<file path="config.mk">
export PLATFORM = sky130hd
export DESIGN_NAME = reorder_retire
export DESIGN_NICKNAME = d
export VERILOG_FILES = /design/src/rtl/rob_pkg.sv /design/src/rtl/rob_ptr.sv /design/src/rtl/reorder_retire.sv
export SDC_FILE = /design/constraint.sdc
export NUM_CORES = 1
export LEC_CHECK = 0
export CAP_MARGIN = 10
export CORE_UTILIZATION = 56
export DETAILED_ROUTE_END_ITERATION = 10
export PLACE_DENSITY = 0.74
export SLEW_MARGIN = 20
export SYNTH_ARGS = -nofsm -noshare
export SYNTH_HDL_FRONTEND = slang
export SYNTH_HIERARCHICAL = 1
export SYNTH_SLANG_ARGS = --single-unit
</file>
<file path="constraint.sdc">
create_clock -name clk_i -period 10.2 [get_ports clk_i]
set_clock_uncertainty 0.15 [all_clocks]
set_input_delay 3.06 -clock clk_i [delete_from_list [all_inputs] [get_ports clk_i]]
set_output_delay 3.06 -clock clk_i [all_outputs]
set_load 0.005 [all_outputs]
</file>
<file path="src/rtl/rob_pkg.sv">
// Shared constants and entry layout for the reorder/retire buffer.
package rob_pkg;

  localparam int ROB_DEPTH  = 16;
  localparam int ROB_TAG_W  = $clog2(ROB_DEPTH);
  localparam int ROB_PREG_W = 5;
  localparam int ROB_AREG_W = 5;

  localparam logic [ROB_PREG_W-1:0] PREG_ZERO = '0;

  typedef struct packed {
    logic                  valid;
    logic                  done;
    logic                  has_rd;
    logic [ROB_AREG_W-1:0] rd;
    logic [ROB_PREG_W-1:0] prd;
    logic [ROB_PREG_W-1:0] old_prd;
  } rob_entry_t;

endpackage

</file>
<file path="src/rtl/rob_ptr.sv">
// Wrapping TAG_W-bit pointer; clear takes priority over increment.
module rob_ptr #(
  parameter int TAG_W = 4
) (
  input  logic             clk_i,
  input  logic             reset_i,
  input  logic             clr_i,
  input  logic             inc_i,
  output logic [TAG_W-1:0] ptr_o
);

  logic [TAG_W-1:0] ptr_q, ptr_d;

  always_comb begin
    ptr_d = ptr_q;
    if (clr_i)      ptr_d = '0;
    else if (inc_i) ptr_d = ptr_q + TAG_W'(1);
  end

  always_ff @(posedge clk_i or negedge reset_i) begin
    if (!reset_i) ptr_q <= '0;
    else          ptr_q <= ptr_d;
  end

  assign ptr_o = ptr_q;

endmodule

</file>
<file path="src/rtl/reorder_retire.sv">
// In-order retirement buffer: records renamed instructions, marks them done on
// CDB writeback and retires oldest-first, returning old mappings to the free list.
module reorder_retire
  import rob_pkg::*;
#(
  parameter int DEPTH  = ROB_DEPTH,
  parameter int PREG_W = ROB_PREG_W,
  parameter int AREG_W = ROB_AREG_W,
  parameter int TAG_W  = $clog2(DEPTH)
) (
  input  logic              clk_i,
  input  logic              reset_i,
  input  logic              flush_i,
  input  logic              alloc_valid_i,
  output logic              alloc_ready_o,
  input  logic              alloc_has_rd_i,
  input  logic [AREG_W-1:0] alloc_rd_i,
  input  logic [PREG_W-1:0] alloc_prd_i,
  input  logic [PREG_W-1:0] alloc_old_prd_i,
  output logic [TAG_W-1:0]  alloc_tag_o,
  input  logic              cdb_en_i,
  input  logic [TAG_W-1:0]  cdb_tag_i,
  output logic              retire_valid_o,
  output logic [AREG_W-1:0] retire_rd_o,
  output logic [PREG_W-1:0] retire_prd_o,
  output logic              free_en_o,
  output logic [PREG_W-1:0] free_addr_o,
  output logic [TAG_W:0]    count_o,
  output logic              empty_o,
  output logic              full_o
);

  localparam logic [TAG_W:0] FULL_COUNT = DEPTH[TAG_W:0];

  rob_entry_t entries_q [DEPTH];
  rob_entry_t entries_d [DEPTH];

  logic [TAG_W:0]    count_q, count_d;
  logic [TAG_W-1:0]  head, tail;
  logic              alloc_fire, wb_fire, retire_fire;
  rob_entry_t        head_entry;

  logic              retire_valid_q, retire_valid_d;
  logic [AREG_W-1:0] retire_rd_q, retire_rd_d;
  logic [PREG_W-1:0] retire_prd_q, retire_prd_d;
  logic              free_en_q, free_en_d;
  logic [PREG_W-1:0] free_addr_q, free_addr_d;

  assign full_o        = (count_q == FULL_COUNT);
  assign empty_o       = (count_q == '0);
  assign alloc_ready_o = !full_o;
  assign alloc_tag_o   = tail;
  assign count_o       = count_q;
  assign head_entry    = entries_q[head];

  // Flush suppresses every event; a writeback aimed at the slot being allocated loses.
  assign alloc_fire  = !flush_i && alloc_valid_i && alloc_ready_o;
  assign retire_fire = !flush_i && head_entry.valid && head_entry.done;
  assign wb_fire     = !flush_i && cdb_en_i && entries_q[cdb_tag_i].valid &&
                       !(alloc_fire && (cdb_tag_i == tail));

  rob_ptr #(.TAG_W(TAG_W)) u_head (
    .clk_i(clk_i), .reset_i(reset_i), .clr_i(flush_i), .inc_i(retire_fire), .ptr_o(head)
  );

  rob_ptr #(.TAG_W(TAG_W)) u_tail (
    .clk_i(clk_i), .reset_i(reset_i), .clr_i(flush_i), .inc_i(alloc_fire), .ptr_o(tail)
  );

  always_comb begin
    entries_d = entries_q;
    if (flush_i) begin
      for (int i = 0; i < DEPTH; i++) begin
        entries_d[i].valid = 1'b0;
        entries_d[i].done  = 1'b0;
      end
    end else begin
      if (wb_fire)     entries_d[cdb_tag_i].done = 1'b1;
      if (retire_fire) entries_d[head].valid     = 1'b0;
      if (alloc_fire) begin
        entries_d[tail].valid   = 1'b1;
        entries_d[tail].done    = 1'b0;
        entries_d[tail].has_rd  = alloc_has_rd_i;
        entries_d[tail].rd      = alloc_rd_i;
        entries_d[tail].prd     = alloc_prd_i;
        entries_d[tail].old_prd = alloc_old_prd_i;
      end
    end
  end

  always_comb begin
    count_d = count_q;
    if (flush_i)                         count_d = '0;
    else if (alloc_fire && !retire_fire) count_d = count_q + (TAG_W+1)'(1);
    else if (!alloc_fire && retire_fire) count_d = count_q - (TAG_W+1)'(1);
  end

  // Retire outputs are zero whenever nothing retires so idle cycles stay clean.
  always_comb begin
    retire_valid_d = retire_fire;
    retire_rd_d    = '0;
    retire_prd_d   = '0;
    free_en_d      = 1'b0;
    free_addr_d    = '0;
    if (retire_fire) begin
      retire_rd_d  = head_entry.rd;
      retire_prd_d = head_entry.prd;
      free_en_d    = head_entry.has_rd && (head_entry.old_prd != PREG_ZERO);
      free_addr_d  = head_entry.old_prd;
    end
  end

  always_ff @(posedge clk_i or negedge reset_i) begin
    if (!reset_i) begin
      for (int i = 0; i < DEPTH; i++) entries_q[i] <= '0;
      count_q        <= '0;
      retire_valid_q <= 1'b0;
      retire_rd_q    <= '0;
      retire_prd_q   <= '0;
      free_en_q      <= 1'b0;
      free_addr_q    <= '0;
    end else begin
      entries_q      <= entries_d;
      count_q        <= count_d;
      retire_valid_q <= retire_valid_d;
      retire_rd_q    <= retire_rd_d;
      retire_prd_q   <= retire_prd_d;
      free_en_q      <= free_en_d;
      free_addr_q    <= free_addr_d;
    end
  end

  assign retire_valid_o = retire_valid_q;
  assign retire_rd_o    = retire_rd_q;
  assign retire_prd_o   = retire_prd_q;
  assign free_en_o      = free_en_q;
  assign free_addr_o    = free_addr_q;

endmodule

</file>
Word level (Yosys, flattened, before mapping)
Cells that the tools add are included.
Operators by class
  add/sub/neg operators: 4
  order comparisons: 6
  equal/unequal tests: 2
  multiplexer cells: 62
  bitwise logic cells: 3
  reduce and logical (&&, ||, !) cells: 24
Operators by type and width (number)
  $bwmux W288: 8
  $mux W288: 5
  $demux W18 S4: 8
  $bmux W18 S4: 2
  $mux W18: 6
  $mux W5: 7
  $mux W17: 2
  $mux W2: 16
  $mux W16: 1
  $mux W4: 4
  $ge A5 B5 Y1 const B: 3
  $lt A5 B1 Y1 const B: 3
  $mux W15: 1
  $not A4 Y5: 3
  $logic_and A1 B1 Y1: 14
  $mux W10: 1
  $add A4 B1 Y4 const B: 2
  $add A5 B1 Y5 const B: 1
  $eq A5 B5 Y1 const B: 1
  $logic_not A1 Y1: 5
  $logic_not A5 Y1: 1
  $reduce_bool A5 Y1: 1
  $sub A5 B1 Y5 const B: 1
  $eq A4 B4 Y1: 1
  other kinds (3): 4
Storage, ports and cells
  register bits: 318
  input port bits: 25
  output and inout port bits: 29
  logic and storage cells: 205

Depth between registers and ports, before layout
Gate-level depths: netlist (run 1).
  word-level depth: 19
  depth in mapped cells: 15
  mapped depth without buffers: 12

Modules after synthesis
The synthesis (run 1) kept the hierarchy.
Modules (own cells, without submodules)
  reorder_retire: instances 1, cells an instance 928, area an instance 14328.7 µm², sequential area each 7757.4 µm²
  rob_ptr: instances 2, cells an instance 16, area an instance 192.7 µm², sequential area each 100.1 µm²

Least setup slack after synthesis (run 1)
Ideal clock, no wire load.
  path kind: input to register
  from: in flush_i
  to: reg count_q[4] (netlist: count_o[4])
  library setup time: 68 ps
  arrival: 5508 ps
  data required time: 9982 ps
  slack: 4473 ps
  stages on the path: 11
  path buffers: 2
  path through: clkbuf_1 > a221oi_1 > nor4b_4 > nand2_2 > buf_2 > nand2_1 > ha_1 > a21o_1 > a21o_1 > a2111o_1 > nand3_1
On the way
  word-level cells in the longest chain between the ends: 7
  elaborated cells between the ends (all ways): 12
  those cells by class: mux: 2; reduce/logical: 10
RTL lines
  start, declared: RTL line reorder_retire.sv:13  | input logic flush_i,
  $logic_not A1 Y1: RTL line reorder_retire.sv:57, reorder_retire.sv:58
  $logic_and A1 B1 Y1 (2 in a row): RTL line reorder_retire.sv:58  | assign retire_fire = !flush_i && head_entry.valid && head_entry.done;
  $logic_not A1 Y1: RTL line reorder_retire.sv:94  | else if (alloc_fire && !retire_fire) count_d = count_q + (TAG_W+1)'(1);
  $logic_and A1 B1 Y1: RTL line reorder_retire.sv:94
  $mux W5: RTL line reorder_retire.sv:94
  $mux W5: RTL line reorder_retire.sv:93  | if (flush_i) count_d = '0;
  end signal, assigned: RTL line reorder_retire.sv:124  | count_q <= count_d;
  end, declared: RTL line reorder_retire.sv:38  | logic [TAG_W:0] count_q, count_d;
Parallel ways exist; a longest one is shown, timed or not.
A chain may end at the register's enable or synchronous reset.

Worst setup path in the final report (run 1)
  from: in alloc_valid_i
  to: reg entries_q[202] in the netlist's numbering
On the way
  word-level cells in the longest chain between the ends: 17
RTL lines
  start, declared: RTL line reorder_retire.sv:14  | input logic alloc_valid_i,
  $logic_and A1 B1 Y1 * (2 in a row): RTL line reorder_retire.sv:57  | assign alloc_fire = !flush_i && alloc_valid_i && alloc_ready_o;
  $logic_and A1 B1 Y1: RTL line reorder_retire.sv:60  | !(alloc_fire && (cdb_tag_i == tail));
  $logic_not A1 Y1: RTL line reorder_retire.sv:60
  $logic_and A1 B1 Y1: RTL line reorder_retire.sv:59  | assign wb_fire = !flush_i && cdb_en_i && entries_q[cdb_tag_i].valid &&
  $mux W288: RTL line reorder_retire.sv:78  | if (wb_fire) entries_d[cdb_tag_i].done = 1'b1;
  $mux W288: RTL line reorder_retire.sv:72  | if (flush_i) begin
  $bwmux W288: RTL line reorder_retire.sv:79  | if (retire_fire) entries_d[head].valid = 1'b0;
  $mux W288: RTL line reorder_retire.sv:79
  $mux W288: RTL line reorder_retire.sv:72
  $bwmux W288: RTL line reorder_retire.sv:81  | entries_d[tail].valid = 1'b1;
  $bwmux W288: RTL line reorder_retire.sv:82  | entries_d[tail].done = 1'b0;
  $bwmux W288: RTL line reorder_retire.sv:83  | entries_d[tail].has_rd = alloc_has_rd_i;
  $bwmux W288: RTL line reorder_retire.sv:84  | entries_d[tail].rd = alloc_rd_i;
  $bwmux W288: RTL line reorder_retire.sv:85  | entries_d[tail].prd = alloc_prd_i;
  $bwmux W288: RTL line reorder_retire.sv:86  | entries_d[tail].old_prd = alloc_old_prd_i;
  $mux W288 *: RTL line reorder_retire.sv:80  | if (alloc_fire) begin
  end signal, assigned: RTL line reorder_retire.sv:123  | entries_q <= entries_d;
  end, declared: RTL line reorder_retire.sv:35  | rob_entry_t entries_q [DEPTH];
Mark *: on every way between the ends. The rest lies on a longest branch, timed or not. The select of a mux whose other input is x is not followed.

==> summary.md, run 1 <==
The highest attainable clock frequency came out at 172.7 MHz. Setup repair after global routing left no endpoint under its margin. The hold slack came out at 330.3 ps. At the worst endpoint, the arrival time is 6020 ps.

The maximum VDD drop is 0.0001535 V, and the area added between synthesis and finish is 12.81%. Pin placement for this block handled 54 I/O pins. For this block, the via count after detailed routing is 8676.

Sorting the synthesized cells by area gives the leading types as dfrtp_1 (54%), mux2_1 (15%), mux4_2 (13%), mux2_2 (4.8%), mux4_1 (1.1%). The routed design could run at a clock period as short as 5790 ps. The run gives 0 ps as the post-route setup TNS. At the pin with the least slew margin, the transition time is 1075 ps. In this run the critical register-to-register path is launched from u_head/ptr_o[1]. The number of setup buffers added after CTS is 0.

The tools report the instance count of the mapped netlist as 960. In this run the worst setup path terminates at entries_q[202]. Detailed placement finished with a half-perimeter wire length of 19000 um. No sink is reached through more buffers than the 3 on the longest clock path. The max-cap check violation count was 0.

Maximum fanout along the worst path: 18. The worst min-delay path class was flop to flop. The slowest library cell on the worst path is nand2_1. The worst slack at placement is 3801 ps, and the largest stage delay on the critical path is 830 ps. In this run, post-CTS repair resized a total of 0 instances. The endpoint class of the critical path was a flop. Once detail routing completed, the nets flagged for antenna violations numbered 0. Counting every net in the synthesized netlist gives 992. Dividing the final minimum period by the clock period gives 56.76%. The antenna diode count was 0.

The mean area per synthesized cell is 15.33 sq um, and the hold violation count in the final report is 0. The tree is rooted in a clkbuf_16. For this design, the sink count on the clock tree is 318. Power spread over the standard cell area amounts to 173.9 nW/um^2.

In this run, CTS created clock tree buffers numbering 35. The number of pins with negative max-slew slack in the final report is 0, and the cell depth of the worst hold path is 1. The overall die height is 164.1 um, and the core box area is 25470 sq um.

Yosys printed 6 warnings. The number of global-route vias before repair is 9074, and the insertion delay to the later sink of the worst-skew pair is 500 ps. Critical setup path kind: primary input to flop. The cell count of the worst reg-to-reg path came out at 12.

Traced cell by cell, the critical path runs through clkdlybuf4s50_1, o21ai_1, nor4b_1, nand2_1, mux2_1. The fraction of final layout cells sized beyond drive strength 1 was 23.09%; the count of routing violations after the opening detailed-route iteration was 621. In the final routed layout, each cell accounts on average for 24.18 um. Before antenna repair, the detailed router went through 4 iterations.

The instance count after placement with tap cells included came out at 1290. The logs give 2 for the number of levels the H-tree was split into and 26.12% for the total routing resource utilization after global routing. In this run, post-CTS hold repair placed 0 buffers.

The tools report the post-route non-filler standard cell count as 1352. The count of buffers inserted at the top-level ports came out at 53. The relative max-transition margin was 28.13%.

Using the TritonRoute via totals, the vias-per-cell ratio works out to 6.417. The library cell with the largest summed area after synthesis was dfrtp_1. STA classifies the critical path startpoint as a primary input. The final worst setup slack is 4410 ps, and the number of cell rows is 58.

The endpoint identified for the worst register-to-register timing path is count_o[4]. Launch point of the critical path: alloc_valid_i. The die width is 164.1 um.

Entering global routing, the biggest net connects 128 pins. After synthesis the cells add up to 14710 sq um. After detailed routing, the number of remaining DRC violations is 0.

The setup violation total in the final timing report is 0. Summed over all layers, the routed wires come to 32700 um. After synthesis, flip-flops and latches occupy 54.08% of the total area. The setup slack of the most critical reg-to-reg path was 5630 ps; the total leakage power was 7.812 nW.

The distinct cell type count of the synthesized netlist was 58; the number of flip-flops and latches in the synthesized netlist was 318. The initial utilization of the core area, before any placement, comes to 57.77%. The global-route wire length before repair was 52660 um; the proportion of netlist area held by the largest area contributor was 54.08%. The total overflow left after global routing is 0. The clock-pin slew on the worst setup and hold paths is 60 ps, and the initial antenna violation count is 0.

Routability-driven placement finished with a final weighted congestion of 0.8280. The die area was 26930 sq um; the number of nets in the finished design was 1029. The flow ran to the end, and the final reports show no timing, DRC or antenna violations.

The run gives 10430 ps as the required time at the endpoint of the critical path. TritonCTS built the clock tree.
through the flow:
stage               area, sq um  power, mW  utilization (%)
detailed placement        15480      1.692            60.79
finish                    16600      2.887            65.16
global route              16600      3.001            65.16
CTS                       16590      2.914            65.14
floorplan                 14710      1.578                -
global placement          15480      1.681            60.78
flip-flops by register name (all words and copies together) (netlist names):
signal / cells
retire_valid_o: 1
free_addr_o: 5
u_head/ptr_o: 4
retire_prd_o: 5
retire_rd_o: 5
free_en_o: 1
u_tail/ptr_o: 4
count_o: 5
entries_q: 288
layout make-up:
| type | count | area (sq um) |
|---|---|---|
| clock buffer | 56 | 1045 |
| timing repair buffer | 72 | 673.1 |
| inverter | 5 | 18.77 |
| multi-input combinational | 565 | 6417 |
| tap | 330 | 412.9 |
| fill | 1833 | 8874 |
| clock inverter | 6 | 65.06 |
| sequential | 318 | 7966 |
report_power, final:
group / total, mW / switching [mW] / leakage (nW) / internal [mW]
Clock: 1.22 / 0.492 / 0.547 / 0.728
Combinational: 0.272 / 0.127 / 2.91 / 0.146
Sequential: 1.39 / 0.0488 / 4.36 / 1.35
Total: 2.89 / 0.668 / 7.81 / 2.22
worst min path at each step:
| stage | to | slack (ps) | from |
|---|---|---|---|
| final | entries_q[8] | 330 | entries_q[8] |
| after global routing | entries_q[19] | 350 | entries_q[19] |
| after CTS | entries_q[182] | 340 | entries_q[182] |
| after detailed placement | entries_q[22] | 330 | entries_q[22] |
| after global placement | entries_q[181] | 310 | entries_q[181] |
| after floorplan | entries_q[226] | 300 | entries_q[226] |
layer usage:
layer,vias to the layer above,part of all wire (%),track usage [%]
li1,3713,-,-
met2,257,49,42.00
met4,0,2.9,8.249
met5,-,0,0
met1,4644,43,36.63
met3,62,5.4,4.369
synth_stat cells, drive strengths merged:
cell	count
dfrtp	318
mux2	258
mux4	91
clkbuf	39
buf	33
a21oi	31
nand2	24
and3	18
nor3b	17
nor2	16
nand3	12
o31ai	9
nor2b	7
xnor2	7
ha	6
nand4	6
o41ai	6
a31oi	5
inv	5
mux2i	5
nor3	5
o21ai	5
nand2b	4
nand3b	4
nor4b	4
a21bo	2
a21o	2
nor4	2
o311ai	2
or4	2
a2111o	1
a211oi	1
a21boi	1
a221oi	1
and4	1
fa	1
o211a	1
o211ai	1
o221ai	1
o22ai	1
o41a	1
or2	1
or3	1
or4b	1
xor2	1
cells in the final DEF, fill, tap and decap left out, types with 3 or more instances in the layout:
cell             count
dfrtp_1            315
mux4_2              85
nor3b_1             17
xnor2_1              7
and3_1              18
o41ai_1              6
buf_4               19
o31ai_1              9
nor2b_1              7
nor2_1              16
mux2i_1              5
a31oi_1              5
clkbuf_16           35
mux4_1               6
clkbuf_8             9
o21ai_1              5
clkbuf_1            12
nand3_1             10
nand3b_1             4
nor3_1               5
nand2b_1             4
a21oi_1             31
nand2_1             22
mux2_2              63
mux2_1             193
clkdlybuf4s50_1     51
nand4_1              6
clkinv_2             3
ha_1                 6
inv_1                3
worst max-delay path, delay by kind of cell:
| kind | cells | cell delay (ps) |
|---|---|---|
| AOI/OAI and AO/OA | 1 | 320 |
| buffers and inverters | 1 | 550 |
| muxes | 1 | 590 |
| and+or+nand+nor | 2 | 1490 |
cells by family after synthesis:
| logic type | share of synthesized area, % |
|---|---|
| DFF | 54.08 |
| buffers and inverters | 2.355 |
| AOI/OAI and AO/OA | 3.146 |
| adders and majority gates | 0.6463 |
| muxes | 34.22 |
| xor gates and xnor gates | 0.4762 |
| and+or+nand+nor | 5.077 |
Note: power is estimated with default switching activity, not from simulation.
==> run 2, diff against run 1 <==
CORE_UTILIZATION = 55   (was 56)
PLACE_DENSITY = 0.76   (was 0.74)
clock period = 5.05 ns   (was 10.2 ns; I/O delays follow)
==> run 2 against run 1 <==
  * The run now ends with DRC left
  * Sequential share of layout area decreased by 0.094 points
  * Power increased by 98%
  * Worst setup slack got worse by 3600 ps
  * Clock power increased by 91%
  * Via count decreased by 0.33%
  * Critical path depth increased by 6
==> summary.md, run 2 (same netlist as run 1, synthesis figures left out) <==
The maximum fanout along the worst path was 42 (+24); the HPWL after detailed placement was 20410 um (+7.4%). Residual antenna-violating net count after detailed routing: 0 (unchanged). The run gives 54 (unchanged) as the top-level I/O count.

Clock tree synthesis selected as its root buffer the cell clkbuf_16. Of the available clock period, the critical path in the final layout requires 84.70%. The clock sink total is 318 (unchanged). The post-CTS setup buffer count is 0 (unchanged). The max-cap check violation count was 0 (unchanged).

The logs give 26.34% (+0.22 points) for the total routing resource utilization after global routing and 7.837 nW (+0.31%) for the total leakage power. The required time at the endpoint of the critical path was 5330 ps (-5100 ps). The flow ran to the end, but the final reports show violations. The library cells used most frequently in the layout, excluding fill and tap cells, are dfrtp_1 (315), mux2_1 (193), mux4_2 (85). The count of routing violations after the opening detailed-route iteration was 714 (+15%). Leaving out fill and tap cells, the most frequent cell in the layout is dfrtp_1. Post-route setup TNS: 0 ps (unchanged). The tools report the die area as 27410 sq um (+1.8%). The detailed-route via count came out at 8647 (-0.33%). Setup repair after global routing left no endpoint under its margin. The final reports fail on DRC.

The last weighted congestion value of the routability-driven placer is 0.8373 (+1.1%). For the setup violation total in the final timing report, the log shows 0 (unchanged). From synthesis to final layout, the design area changed by 13.03%. The tools report the insertion delay to the later sink of the worst-skew pair as 520 ps (+20 ps). Count of buffers inserted at the top-level ports: 53 (unchanged). The relative max-transition margin is 29.00% (+0.87 points), and the number of pins with negative max-slew slack in the final report is 0 (unchanged).

The logs give 26130 sq um (+2.6%) for the core box area and 108 (-16%) for the maximum number of pins on one net before global-route repair. In this run the worst hold path is classified as flop to flop. The count of hold-fix buffers inserted at cts is 0 (unchanged). For the first-pass detailed-route iteration total, the log shows 8 (+4). The global-route wire length before repair was 53740 um (+2.0%); the die width was 165.6 um (+0.90%). The number of flip-flops under the largest register name is 288 (unchanged). The run gives 14 (+14) as the number of remaining DRC errors. The via count normalized by instance count came out at 6.353 (-0.99%). The number of cell rows is 59 (+1.7%), and the number of nets in the finished design is 1043 (+1.4%).

TritonCTS built the clock tree. For the number of buffers inserted during clock tree synthesis, the log shows 35 (unchanged). The maximum number of buffers from clock root to sink is 3 (unchanged). For this run, the top clock speed supported by timing is 233.8 MHz. The run gives 0 (unchanged) as the post-CTS resize count. The critical path is of the flop to flop type. The routed design could run at a clock period as short as 4277 ps. The number of levels the H-tree was split into was 2 (unchanged); the hold violation count in the final report was 0 (unchanged).

The clock-pin slew on the worst setup and hold paths was 60 ps (about the same). The total routed wirelength was 33370 um (+2.0%). The slew of the pin with the lowest slew margin was 1065 ps (-10.45 ps). The logs give 4560 ps (-1460 ps) for the worst path arrival time and 0.0003171 V (+110%) for the maximum VDD drop. The run gives 0 (unchanged) as the antenna diode count.

The overall die height is 165.6 um (+0.90%), and the power density relative to cell area is 343.3 nW/um^2 (+97%). The fraction of final layout cells sized beyond drive strength 1 is 23.88% (+0.79 points). The tools report the post-layout utilization of the core as 63.64% (-1.5 points).

STA classifies the critical path startpoint as a flop. The average routed wire per standard cell was 24.52 um (+1.4%); the effective utilization at floorplan was 56.31% (-1.5 points). The number of global-route vias before repair came out at 9122 (+0.53%). The worst setup path is captured at a flop.

The register with the most flip-flops in the final layout is entries_q. The leftover overflow at the end of global routing is 0 (unchanged), and the initial antenna violation count is 0 (unchanged).
[run 2: cell types whose count changed in the layout (fill, tap and decap cells not counted), sizes merged]
cell and change:
buf +14, inv -1, clkinvlp +1, clkbuf -10, bufinv -1, clkinv +1
[run 2: worst max-delay path, cell delays in order, from the launching register on]
cell and delay (ps):
dfrtp_4 950, mux4_2 610, nand3_1 120, nand4_1 110, buf_4 250, nand2_2 380, nand2_1 240, fa_1 450
a21o_1 200, a21o_1 210, a2111o_1 420, nand3_1 100
[run 2: layer usage]
layer / up-vias / share of wire, % / GRT usage [%]
met5: - / 0 / 0
met4: 0 / 3.0 / 8.347
met3: 69 / 5.0 / 3.921
met2: 244 / 48 / 41.84
met1: 4620 / 44 / 37.64
li1: 3714 / - / -
[run 2: worst paths after layout]
path | startpoint | end | slack, ps | cells past startpoint
setup / recovery | u_head/ptr_o[0] | count_o[4] | 770 | 11
min in group asynchronous | reset_i | retire_prd_o[4] | 900 | 1
setup reg to reg | u_head/ptr_o[0] | count_o[4] | 770 | 11
max in group asynchronous | reset_i | u_head/ptr_o[1] | 2800 | 2
hold reg to reg | entries_q[218] | entries_q[218] | 330 | 1
hold / removal | entries_q[218] | entries_q[218] | 330 | 1
[run 2: layout make-up]
| cell class | count | area (sq um) |
|---|---|---|
| inverter | 5 | 18.77 |
| multi-input combinational | 565 | 6410 |
| sequential | 318 | 7966 |
| timing repair buffer | 86 | 803.3 |
| clock inverter | 6 | 36.28 |
| clock buffer | 46 | 977.2 |
| tap | 335 | 419.2 |
| fill | 1884 | 9502 |
[run 2: per-stage QoR]
stage	area [sq um]	std cells	worst slack, ps	total power [mW]	hold slack, ps
floorplan	14710	960	868.4	3.188	302.6
detailed placement	15620	1309	707.6	3.431	323.6
global placement	15620	1309	734.2	3.402	312.8
CTS	16630	1361	781.7	5.746	336.6
finish	16630	1361	772.8	5.710	333.4
global route	16630	1361	535.5	5.931	342.9
[run 2: power by group]
group          leakage [nW]  internal, mW  switching [mW]
Combinational          2.98         0.301           0.261
Sequential             4.36          2.72           0.102
Clock                 0.501          1.35           0.982
